**src/rtl/uart_tx_periph.sv**
```systemverilog
// Memory-mapped 8N1 UART transmitter with a 4-entry byte FIFO.
// TXDATA at BASE_ADDR (write pushes a byte, read returns FIFO count),
// STATUS at BASE_ADDR+4 (read {overflow, full, busy}, any write clears overflow).
//
// state | meaning
// ------+---------------------------------------------------
// IDLE  | line high, waiting for a byte in the FIFO
// START | start bit (tx=0) held CLKS_PER_BIT cycles
// DATA  | eight data bits, LSB first, CLKS_PER_BIT cycles each
// STOP  | stop bit (tx=1) held CLKS_PER_BIT cycles
module uart_tx_periph #(
  parameter int LENGTH = 32,
  parameter int CLKS_PER_BIT = 434,
  parameter logic [LENGTH-1:0] BASE_ADDR = 32'h1001_0000
) (
  input  logic              clock,
  input  logic              reset,
  input  logic              MemWrite,
  input  logic [LENGTH-1:0] HADDR,
  input  logic [LENGTH-1:0] HWDATA,
  output logic [LENGTH-1:0] HRDATA_Uart,
  output logic              tx,
  output logic              busy
);

  localparam int BAUD_W = (CLKS_PER_BIT > 1) ? $clog2(CLKS_PER_BIT) : 1;
  localparam logic [BAUD_W-1:0] BAUD_LAST = BAUD_W'(CLKS_PER_BIT - 1);
  localparam logic [LENGTH-1:0] STATUS_ADDR = BASE_ADDR + LENGTH'(4);

  typedef enum logic [1:0] {IDLE, START, DATA, STOP} stateT;

  stateT             state, stateNext;
  logic [BAUD_W-1:0] baudCnt, baudNext;
  logic [2:0]        bitIdx, bitNext;
  logic [7:0]        shiftReg, shiftNext;
  logic              txNext;

  logic [7:0] fifoMem [4];
  logic [1:0] wrPtr, rdPtr;
  logic [2:0] count;
  logic       overflow;

  logic writeData, writeStatus, full, push, pop;
  logic unusedHighBits;

  assign unusedHighBits = ^HWDATA[LENGTH-1:8];

  assign writeData   = MemWrite && (HADDR == BASE_ADDR);
  assign writeStatus = MemWrite && (HADDR == STATUS_ADDR);
  assign full        = (count == 3'd4);
  // Full is judged on the pre-edge count, so a push at count=4 is lost even if the FSM pops.
  assign push        = writeData && !full;
  assign busy        = (state != IDLE) || (count != 3'd0);

  // FIFO storage; contents are don't-care until written, so no reset.
  always_ff @(posedge clock) begin
    if (push) fifoMem[wrPtr] <= HWDATA[7:0];
  end

  // FIFO pointers, occupancy and sticky overflow flag.
  always_ff @(posedge clock or posedge reset) begin
    if (reset) begin
      wrPtr    <= 2'd0;
      rdPtr    <= 2'd0;
      count    <= 3'd0;
      overflow <= 1'b0;
    end else begin
      if (push) wrPtr <= wrPtr + 2'd1;
      if (pop)  rdPtr <= rdPtr + 2'd1;
      case ({push, pop})
        2'b10:   count <= count + 3'd1;
        2'b01:   count <= count - 3'd1;
        default: count <= count;
      endcase
      if (writeStatus)
        overflow <= 1'b0;
      else if (writeData && full)
        overflow <= 1'b1;
    end
  end

  // Transmit FSM state, baud/bit counters, shift register and registered tx.
  always_ff @(posedge clock or posedge reset) begin
    if (reset) begin
      state    <= IDLE;
      baudCnt  <= '0;
      bitIdx   <= 3'd0;
      shiftReg <= 8'd0;
      tx       <= 1'b1;
    end else begin
      state    <= stateNext;
      baudCnt  <= baudNext;
      bitIdx   <= bitNext;
      shiftReg <= shiftNext;
      tx       <= txNext;
    end
  end

  // Next-state and next-output decode for the transmit FSM.
  always_comb begin
    stateNext = state;
    baudNext  = baudCnt;
    bitNext   = bitIdx;
    shiftNext = shiftReg;
    txNext    = tx;
    pop       = 1'b0;
    case (state)
      IDLE: begin
        txNext = 1'b1;
        if (count != 3'd0) begin
          pop       = 1'b1;
          shiftNext = fifoMem[rdPtr];
          baudNext  = '0;
          txNext    = 1'b0;
          stateNext = START;
        end
      end
      START: begin
        if (baudCnt == BAUD_LAST) begin
          baudNext  = '0;
          bitNext   = 3'd0;
          txNext    = shiftReg[0];
          stateNext = DATA;
        end else begin
          baudNext = baudCnt + 1'b1;
        end
      end
      DATA: begin
        if (baudCnt == BAUD_LAST) begin
          baudNext = '0;
          if (bitIdx == 3'd7) begin
            txNext    = 1'b1;
            stateNext = STOP;
          end else begin
            bitNext = bitIdx + 3'd1;
            txNext  = shiftReg[bitIdx + 3'd1];
          end
        end else begin
          baudNext = baudCnt + 1'b1;
        end
      end
      STOP: begin
        // Returning to IDLE here guarantees one idle cycle before the next start bit.
        if (baudCnt == BAUD_LAST) begin
          baudNext  = '0;
          stateNext = IDLE;
        end else begin
          baudNext = baudCnt + 1'b1;
        end
      end
      default: stateNext = IDLE;
    endcase
  end

  // Combinational read mux for the core load path.
  always_comb begin
    HRDATA_Uart = '0;
    if (HADDR == STATUS_ADDR)
      HRDATA_Uart = {{(LENGTH-3){1'b0}}, overflow, full, busy};
    else if (HADDR == BASE_ADDR)
      HRDATA_Uart = {{(LENGTH-3){1'b0}}, count};
  end

endmodule

```
**config.mk**
```make
export PLATFORM = sky130hd
export DESIGN_NAME = uart_tx_periph
export DESIGN_NICKNAME = d
export VERILOG_FILES = /design/src/rtl/uart_tx_periph.sv
export SDC_FILE = /design/constraint.sdc
export NUM_CORES = 1
export LEC_CHECK = 0
export BUFFER_PORTS_ARGS = -buffer_cell sky130_fd_sc_hd__buf_2
export CAP_MARGIN = 25
export CORE_MARGIN = 10
export CORE_UTILIZATION = 55
export CTS_CLUSTER_DIAMETER = 100
export DETAILED_ROUTE_END_ITERATION = 7
export PLACE_DENSITY = 0.81
export SLEW_MARGIN = 25
export SYNTH_ARGS = -nofsm -noshare
export SYNTH_HDL_FRONTEND = slang
export SYNTH_SLANG_ARGS = --single-unit
export TNS_END_PERCENT = 100
```
**constraint.sdc**
```tcl
create_clock -name clock -period 4.08 [get_ports clock]
set_clock_uncertainty 0.1 [all_clocks]
set_input_delay 0.612 -clock clock [delete_from_list [all_inputs] [get_ports clock]]
set_output_delay 0.612 -clock clock [all_outputs]
set_load 0.02 [all_outputs]
```
==> results by group, run 1 <==
Routing
  • Via count: slightly above 2000
  • # DRC: 0
  • Starting DRT DRC Count: between 90 and 100
  • WL/cell: 15.6 um
  • Vias per cell: around 5.2
  • Final wirelength: 6080 um
  • Pre-antenna DRT Iters: 7
  • Number of routed nets with antenna violations: 0

Clock network
  • Post_cts resized: 0
  • Clk pin slew, worst setup/hold paths: around 80 ps
  • Clock tree from TritonCTS: built
  • Clock Tree Root: clkbuf_8
  • H-tree levels: 3
  • CTS Sinks: 63
  • Post-CTS Setup Inserts: 0
  • Worst-case clock buffer depth: 2
  • CTS Buf Count: 9
  • Hold buffers post-CTS: 0
  • Clk_lat worst skew: 340 ps

Global routing
  • Initial antenna violation count: 0
  • GR Overflow Total: 0
  • GRT Util Overall: 0.134
  • First-pass GRT wire length: 10400 um
  • Vias in the first global route: 2120
  • Largest net degree at the start of global routing: 21

Final layout
  • N_diodes: 0
  • Register area: 1740 um2
  • Area used by multi-input combinational logic: ~1300 um2
  • Area delta synth->final: 11.9%
  • # fillers: 452
  • Final nets: 392
  • Layout cell share with drive strength beyond 1: 0.283

Floorplanning
  • Starting Density: 0.560
  • DIE HEIGHT: 97.4 um
  • Core footprint: slightly below 6000 um2
  • Die width: approximately 100 um
  • Num ports: a little over 100
  • Core Rows: 28
  • Die ar.: 9490 um2

STA
  • Setup ws final: 1290 ps
  • Final hold vios: 0
  • Final max-slew violation count: 0
  • Max Freq: 359 MHz
  • Final Critical Period: about 2800 ps
  • RSZ-0062 raised after global routing: no
  • Worst rel slew slack: 0.607
  • Final setup fails: 0
  • Crit share post-route: 0.683
  • Slew at the pin closest to its max-slew limit: 589 ps
  • Setup_tns: 0 ps

Worst setup path
  • Startpoint Class: input pin
  • Most frequent CP cell: buf_2
  • CP max stage cell: or2_2
  • CP Data Required Time: 3370 ps
  • Worst Path Max Fanout: 4
  • WP data arrival: 2070 ps
  • CP top delay family: simple AND/OR/NAND/NOR gates
  • Worst Setup End Kind: primary output
  • Critical path class: input pin to primary output
  • Buf/Inv on CP: 2
  • Crit-path cells: buf_2 > nor4b_1 > nand4_1 > or2_2 > a211oi_1 > buf_2
  • CP max stage delay: 380 ps

Logic synthesis
  • Synth Flop Type: edfxtp_1
  • Warnings, synthesis: 0
  • Number of flops mapped to enable cells by yosys: 32
  • Sequential area share after synthesis: 0.527
  • FFs w/ async S/R, synth: 0.492
  • Synth unique cells: 46
  • Mapped Area: 3300 um2
  • Seq cells post-synth: 63
  • Post-synthesis cell count: between 200 and 300
  • Mapped Avg Cell Area: 12.7 um2

Power
  • Worst vdd ir: 0.375 mV
  • Lkg Pwr: between 1.5 and 2 nW
  • Tot Pwr: 1.52 mW
  • P per Cell Area: 412 nW/um2

Placed design
  • Placer Congestion: 0.790
  • Dpl ws: 1120 ps
  • Hpwl dp: 4600 um
  • PortBufs: 47

Hold path
  • Worst min path class: input pin to asynchronous set/reset pin

Flow run
  • Max cap viols: 0

Run status
  • Status: finished clean
## area by class of cell
type | instances | area share
clock inverters | 7 | 0.0217
inverters | 17 | 0.0173
well taps | 75 | 0.0254
flip-flops and latches | 63 | 0.471
multi-input cells | 171 | 0.365
clock buffers | 9 | 0.0336
repair buffers | 48 | 0.0658
## Yosys cell counts (all sizes together), types with 2 or more instances
| master | instances | area share |
|---|---|---|
| buf | 34 | 0.073 |
| nand3 | 5 | 0.0091 |
| nand2 | 14 | 0.016 |
| xor2 | 5 | 0.013 |
| a31oi | 3 | 0.0057 |
| and3 | 2 | 0.0038 |
| clkbuf | 3 | 0.0038 |
| a21oi | 4 | 0.0061 |
| mux2 | 10 | 0.034 |
| edfxtp | 32 | 0.29 |
| or3 | 4 | 0.0076 |
| and2 | 6 | 0.011 |
| nor4 | 5 | 0.0095 |
| o21ai | 13 | 0.020 |
| ha | 14 | 0.053 |
| dfrtp | 30 | 0.23 |
| mux4 | 9 | 0.061 |
| or2 | 3 | 0.0057 |
| mux2i | 9 | 0.027 |
| inv | 17 | 0.019 |
| xnor2 | 4 | 0.011 |
| nor4b | 4 | 0.022 |
| a22o | 3 | 0.0080 |
| nor3 | 4 | 0.0061 |
| nor2 | 7 | 0.0080 |
| nand4 | 4 | 0.0076 |
## power by group
part,switching (mW),total [mW],leakage [nW],internal [mW]
Clock,0.262,0.551,0.0968,0.289
Combinational,0.0836,0.188,0.765,0.105
Sequential,0.0711,0.780,0.668,0.709
Total,0.417,1.52,1.53,1.10
## final timing paths
check,endpoint,slack [ps],start,cells past startpoint
min in group clock,fifoMem[0][5],380,HWDATA[5],1
hold reg to reg,shiftReg[1],410,shiftReg[1],1
setup / recovery,HRDATA_Uart[0],1290,HADDR[29],6
hold / removal,rdPtr[1],160,reset,2
setup reg to reg,count[2],1410,state[0],9
max in group asynchronous,tx,3020,reset,3
## cells in the final DEF, fill, tap and decap left out, types with 5 or more instances in the layout
| cell | Yosys | final |
|---|---|---|
| edfxtp_1 | 32 | 32 |
| inv_1 | 17 | 17 |
| conb_1 | 1 | 29 |
| ha_1 | 14 | 14 |
| dfrtp_1 | 30 | 30 |
| mux2i_1 | 9 | 9 |
| nor4_1 | 5 | 5 |
| o21ai_0 | 13 | 13 |
| clkbuf_8 | 0 | 9 |
| buf_2 | 4 | 47 |
| xor2_1 | 5 | 5 |
| and2_1 | 6 | 6 |
| mux4_2 | 9 | 9 |
| mux2_2 | 8 | 8 |
| nand2_1 | 14 | 14 |
| nor2_1 | 7 | 7 |
## kinds of logic after synthesis
| logic type | Yosys count | synth area share |
|---|---|---|
| flip-flops | 63 | 0.527 |
| AND/OR/NAND/NOR | 60 | 0.111 |
| buffers and inverters | 54 | 0.0964 |
| AO/OA/AOI/OAI | 30 | 0.0588 |
| multiplexers | 28 | 0.123 |
| adder cells (fa/ha/maj) | 15 | 0.0592 |
| XOR/XNOR | 9 | 0.0239 |
| other | 1 | 0.00114 |
## worst register-to-register path: cells and delay by family, from the launching register on
family	cells	cell delay (ps)
xor+xnor	2	300
flops	1	400
simple gates	2	620
fa+ha+maj	3	980
buf+inv	2	210
## flip-flops by register name (all words and copies together) (netlist names)
| signal | flops |
|---|---|
| baudCnt | 9 |
| bitIdx | 3 |
| count | 3 |
| fifoMem | 32 |
| overflow | 1 |
| rdPtr | 2 |
| shiftReg | 8 |
| state | 2 |
| tx | 1 |
| wrPtr | 2 |
## through the flow
stage | hold slack (ps) | instance area [um2] | util | std cells
2_1_floorplan | 380 | 3400 | - | 288
3_3_place_gp | 389 | 3490 | 0.592 | 374
3_5_place_dp | 396 | 3490 | 0.592 | 374
4_1_cts | 169 | 3690 | 0.627 | 390
5_1_grt | 189 | 3690 | 0.627 | 390
6_report | 163 | 3690 | 0.627 | 390
## layer usage
layer | global-route usage | vias to the layer above | wire, um
li1 | - | 982 | -
met1 | 0.142 | 981 | 2400
met2 | 0.236 | 42 | 3280
met3 | 0.0533 | 9 | 338
met4 | 0.0403 | 0 | 65
met5 | 0 | - | 0
No activity file was read; power rests on OpenSTA's default activity.
==> inputs of run 2 (changes only) <==
Settings changed: CORE_UTILIZATION 55 to 51, PLACE_DENSITY 0.81 to 0.75.
Clock period 4.08 ns to 2.6 ns, I/O delays scaled along.
==> results by group, run 2 (same netlist as run 1, synthesis figures left out) <==
Run status
  • Status: finished clean (unchanged)

Routing
  • Starting DRT DRC Count: 103 (was 97)
  • Pre-antenna DRT Iters: 4 (was 7)
  • Vias per cell: 5.10 (was 5.16)
  • Number of routed nets with antenna violations: 0 (unchanged)
  • WL/cell: 15.4 um (was 15.6 um)
  • Final wirelength: 6140 um (was 6080 um)
  • # DRC: 0 (unchanged)
  • Via count: 2028 (was 2014)

Floorplanning
  • Die width: 100 um (was 97.4 um)
  • Num ports: 101 (unchanged)
  • DIE HEIGHT: 100 um (was 97.4 um)
  • Core footprint: 6310 um2 (was 5890 um2)
  • Die ar.: 10100 um2 (was 9490 um2)
  • Starting Density: 0.522 (was 0.560)
  • Core Rows: 29 (was 28)

Final layout
  • Area delta synth->final: 14.5% (was 11.9%)
  • Register area: 1740 um2 (unchanged)
  • Layout cell share with drive strength beyond 1: 0.296 (was 0.283)
  • Leading cell type in the layout, fill and taps excluded: buf_2 (unchanged)
  • Area used by multi-input combinational logic: 1350 um2 (about the same)
  • # fillers: 508 (was 452)
  • Top reg by flops: fifoMem (unchanged)
  • Most frequent cells in the layout: buf_2 (47), edfxtp_1 (32), dfrtp_1 (30) (unchanged)
  • N_diodes: 0 (unchanged)
  • Final nets: 398 (was 392)
  • Max reg flops: 32 (unchanged)
  • Regs by FF count: fifoMem (32), baudCnt (9), shiftReg (8) (unchanged)

STA
  • Max Freq: ~420 MHz
  • Final max-slew violation count: 0 (unchanged)
  • Crit share post-route: 0.907
  • Final Critical Period: roughly 2400 ps
  • Setup_tns: 0 ps (unchanged)
  • Worst rel slew slack: 0.613 (was 0.607)
  • RSZ-0062 raised after global routing: no (unchanged)
  • Final setup fails: 0 (unchanged)
  • Setup ws final: 243 ps (was 1290 ps)
  • Final hold vios: 0 (unchanged)
  • Slew at the pin closest to its max-slew limit: 580 ps (was 589 ps)

Power
  • Sequential share of power: 0.483 (was 0.513)
  • Comb power frac: 0.118 (was 0.124)
  • Lkg Pwr: 1.58 nW (was 1.53 nW)
  • Worst vdd ir: 0.614 mV (was 0.375 mV)
  • P per Cell Area: 673 nW/um2 (was 412 nW/um2)
  • Clock Power Share: 0.399 (was 0.363)
  • Net Sw Power: 624 uW (was 417 uW)
  • Switching share of power: 0.246 (was 0.274)
  • Internal power: 1.92 mW (was 1.10 mW)

Clock network
  • Clock tree from TritonCTS: built (unchanged)
  • Clock Tree Root: clkbuf_8 (unchanged)
  • Clk_lat worst skew: 330 ps (was 340 ps)
  • Post_cts resized: 0 (unchanged)
  • Worst-case clock buffer depth: 2 (unchanged)
  • Post-CTS Setup Inserts: 0 (unchanged)
  • Hold buffers post-CTS: 0 (unchanged)
  • H-tree levels: 3 (unchanged)
  • CTS Buf Count: 9 (unchanged)
  • Clk pin slew, worst setup/hold paths: 70 ps (was 80 ps)
  • CTS Sinks: 63 (unchanged)

Placed design
  • Placer Congestion: 0.778 (was 0.790)
  • Hpwl dp: 4650 um (was 4600 um)
  • PortBufs: 47 (unchanged)
  • Dpl ws: 170 ps (was 1120 ps)

Worst setup path
  • Worst Setup End Kind: primary output (unchanged)
  • Critical path class: flip-flop to primary output (was input pin to primary output)
  • Worst Path Max Fanout: 11 (was 4)
  • CP max stage delay: 390 ps (was 380 ps)
  • Buf/Inv on CP: 2 (unchanged)
  • CP Data Required Time: 2110 ps (was 3370 ps)
  • CP max stage cell: dfrtp_1 (was or2_2)
  • Startpoint Class: flip-flop (was input pin)
  • WP data arrival: 1870 ps (was 2070 ps)
  • Crit-path cells: inv_1 > ha_1 > and2_2 > a211oi_1 > buf_2 (was buf_2 > nor4b_1 > nand4_1 > or2_2 > a211oi_1 > buf_2)
  • CP top delay family: flip-flops (was simple AND/OR/NAND/NOR gates)

Hold path
  • Worst min path class: input pin to asynchronous set/reset pin (unchanged)

Global routing
  • First-pass GRT wire length: 10300 um (was 10400 um)
  • Initial antenna violation count: 0 (unchanged)
  • GR Overflow Total: 0 (unchanged)
  • Vias in the first global route: 2204 (was 2120)
  • Largest net degree at the start of global routing: 32 (was 21)
  • GRT Util Overall: 0.125 (was 0.134)

Flow run
  • Max cap viols: 0 (unchanged)
## run 2: cell types whose count changed in the layout (fill, tap and decap cells not counted), sizes merged
cell,previous run,this run
buf,48,54
clkinv,1,2
inv,20,18
bufinv,1,3
clkinvlp,2,1
## run 2: final timing paths
kind / start / endpoint / slack [ps] / cells after the start
worst max-delay path: state[0] / HRDATA_Uart[0] / 240 / 5
worst min-delay path: reset / baudCnt[1] / 30 / 3
worst max register to register: state[0] / count[2] / 280 / 9
worst min register to register: shiftReg[4] / shiftReg[4] / 410 / 1
max in group asynchronous: reset / tx / 2040 / 3
min in group clock: HWDATA[7] / fifoMem[3][7] / 170 / 1
## run 2: metal layers
layer / wire (um) / global-route usage / part of all wire / vias to the layer above
li1: - / - / - / 995
met1: 2440 / 0.139 / 0.40 / 993
met2: 3360 / 0.226 / 0.55 / 34
met3: 285 / 0.0398 / 0.046 / 6
met4: 43 / 0.0326 / 0.0070 / 0
met5: 0 / 0 / 0 / -
## run 2: worst min-delay path, cell delays in order
cell and delay [ps]:
buf_2 90, inv_1 40, buf_4 360
## run 2: layout make-up
class	instances	area share
sequential	63	0.460
inverter	17	0.0169
clock buffer	9	0.0328
timing repair buffer	54	0.0762
clock inverter	7	0.0315
tap	77	0.0255
multi-input combinational	171	0.357
## run 2: power by group through the flow
stage               clock (mW)  sequential [mW]  combinational, mW
floorplan                    0             1.18              0.302
global placement             0             1.24              0.287
detailed placement           0             1.25              0.296
CTS                       1.03             1.23              0.301
global route              1.08             1.24              0.338
finish                    1.01             1.23              0.301
## run 2: metrics by stage
step / instances / hold slack, ps / instance area, um2 / util / power (mW)
floorplan: 288 / 380 / 3400 / - / 1.49
global placement: 382 / 390 / 3530 / 0.560 / 1.53
global route: 398 / 76.5 / 3780 / 0.598 / 2.66
detailed placement: 382 / 395 / 3530 / 0.560 / 1.54
CTS: 398 / 25.7 / 3780 / 0.598 / 2.56
finish: 398 / 29.2 / 3780 / 0.598 / 2.54
==> inputs of run 3 (changes only) <==
Settings changed: CORE_MARGIN 10 to 2.
==> results by group, run 3 (same netlist as run 1, synthesis figures left out) <==
Floorplanning
  • Starting Density: 0.522 (unchanged)
  • Die width: 84.4 um (was 100 um)
  • Num ports: 101 (unchanged)
  • Core Rows: 29 (unchanged)
  • Die ar.: 7130 um2 (was 10100 um2)
  • Core footprint: 6310 um2 (unchanged)
  • DIE HEIGHT: 84.4 um (was 100 um)

Worst setup path
  • CP max stage delay: 370 ps (was 390 ps)
  • Worst Setup End Kind: primary output (unchanged)
  • CP top delay family: flip-flops (unchanged)
  • Worst Path Max Fanout: 11 (unchanged)
  • Startpoint Class: flip-flop (unchanged)
  • CP Data Required Time: 2110 ps (about the same)
  • Buf/Inv on CP: 2 (unchanged)
  • R2r worst-path depth: 9 (unchanged)
  • WP data arrival: 1850 ps (was 1870 ps)
  • CP max stage cell: dfrtp_1 (unchanged)
  • R2R Path Start: state[0] (unchanged)
  • Worst R2R End: count[2] (unchanged)
  • Crit-path cells: inv_1 > ha_1 > and2_2 > a211oi_1 > buf_2 (unchanged)
  • Critical path class: flip-flop to primary output (unchanged)
  • Reg2Reg Setup Slack: 320 ps (was 280 ps)

Global routing
  • Initial antenna violation count: 0 (unchanged)
  • Largest net degree at the start of global routing: 32 (unchanged)
  • Vias in the first global route: 2000 (was 2204)
  • GRT Util Overall: 0.168 (was 0.125)
  • GR Overflow Total: 0 (unchanged)
  • First-pass GRT wire length: 9270 um (was 10300 um)

Placed design
  • Placer Congestion: 0.802 (was 0.778)
  • PortBufs: 47 (unchanged)
  • Cell total after placement: 382 (unchanged)
  • Hpwl dp: 4010 um (was 4650 um)
  • Dpl ws: 87.8 ps (was 170 ps)

Routing
  • Final wirelength: 5430 um (was 6140 um)
  • Via count: 2049 (was 2028)
  • Vias per cell: 5.15 (was 5.10)
  • # DRC: 0 (unchanged)
  • Starting DRT DRC Count: 59 (was 103)
  • Pre-antenna DRT Iters: 4 (unchanged)
  • Number of routed nets with antenna violations: 0 (unchanged)
  • WL/cell: 13.6 um (was 15.4 um)

Power
  • P per Cell Area: 645 nW/um2 (was 673 nW/um2)
  • Tot Pwr: 2.42 mW (was 2.54 mW)
  • Lkg Pwr: 1.57 nW (was 1.58 nW)
  • Worst vdd ir: 0.427 mV (was 0.614 mV)

Final layout
  • Most frequent cells in the layout: buf_2 (47), edfxtp_1 (32), dfrtp_1 (30) (unchanged)
  • Regs by FF count: fifoMem (32), baudCnt (9), shiftReg (8) (unchanged)
  • # fillers: 515 (was 508)
  • Area used by multi-input combinational logic: 1350 um2 (unchanged)
  • Register area: 1740 um2 (unchanged)
  • Final Core Density: 0.594 (was 0.598)
  • N_diodes: 0 (unchanged)
  • Final nets: 398 (unchanged)
  • Leading cell type in the layout, fill and taps excluded: buf_2 (unchanged)
  • Top reg by flops: fifoMem (unchanged)
  • Non-filler cells in the finished layout: 398 (unchanged)
  • Area delta synth->final: 13.6% (was 14.5%)
  • Max reg flops: 32 (unchanged)
  • Layout cell share with drive strength beyond 1: 0.293 (was 0.296)

Clock network
  • Clk_lat worst skew: 340 ps (was 330 ps)
  • CTS Buf Count: 9 (unchanged)
  • Hold buffers post-CTS: 0 (unchanged)
  • Clock Tree Root: clkbuf_8 (unchanged)
  • H-tree levels: 3 (unchanged)
  • Worst-case clock buffer depth: 2 (unchanged)
  • Post-CTS Setup Inserts: 0 (unchanged)
  • Clock tree from TritonCTS: built (unchanged)
  • Clk pin slew, worst setup/hold paths: 70 ps (about the same)
  • CTS Sinks: 63 (unchanged)

STA
  • Final setup fails: 0 (unchanged)
  • Final Critical Period: 2340 ps (was 2360 ps)
  • Max Freq: 427 MHz (was 424 MHz)
  • Setup_tns: 0 ps (unchanged)
  • Final hold vios: 0 (unchanged)
  • Setup ws final: 259 ps (was 243 ps)
  • Worst rel slew slack: 0.632 (was 0.613)
  • Final max-slew violation count: 0 (unchanged)
  • Slew at the pin closest to its max-slew limit: 553 ps (was 580 ps)
  • Crit share post-route: 0.900 (was 0.907)
  • RSZ-0062 raised after global routing: no (unchanged)

Hold path
  • Worst min path class: input pin to asynchronous set/reset pin (unchanged)

Run status
  • Status: finished clean (unchanged)

Flow run
  • Max cap viols: 0 (unchanged)
run 3: through the flow:
step | hold slack [ps] | instance area (um2)
floorplan | 380 | 3400
global placement | 390 | 3530
detailed placement | 399 | 3530
CTS | 29.3 | 3750
global route | 63.9 | 3750
finish | 18.7 | 3750
run 3: power breakdown:
| part | switching (mW) | leakage, nW | internal [mW] |
|---|---|---|---|
| clock | 0.366 | 0.104 | 0.536 |
| sequential | 0.110 | 0.668 | 1.11 |
| combinational | 0.128 | 0.798 | 0.165 |
run 3: final cells by class:
class	count	share of cell area
clock inverter	6	0.0227
sequential	63	0.464
timing repair buffer	54	0.0768
clock buffer	10	0.0341
inverter	17	0.0170
multi-input combinational	171	0.360
tap	77	0.0257
run 3: worst max path at each step:
| stage | depth (start not counted) | startpoint | endpoint |
|---|---|---|---|
| detailed placement | 11 | HADDR[8] | count[2] |
| finish | 5 | state[0] | HRDATA_Uart[0] |
| floorplan | 10 | HADDR[7] | count[2] |
| global placement | 11 | HADDR[8] | count[2] |
| CTS | 5 | state[0] | HRDATA_Uart[0] |
| global route | 5 | state[0] | HRDATA_Uart[0] |
run 3: layer usage:
layer	vias to the layer above	wire (um)	GRT usage
met2	47	2790	0.271
met4	0	74	0.0534
li1	994	-	-
met5	-	0	0
met1	1000	2340	0.212
met3	8	216	0.0619
run 3: worst reg2reg max path, stage by stage, from the launching register on:
cell,delay [ps]
dfrtp_1,400
inv_1,130
ha_1,320
and2_1,220
ha_1,200
inv_1,60
fa_1,370
xor2_1,150
nor2_1,120
xor2_1,140
run 3: timing repair:
item                                   4_1_cts  5_1_grt
setup endpoints to repair                    0        2
endpoints found under the hold margin        0        0
gates resized for setup                      0        1
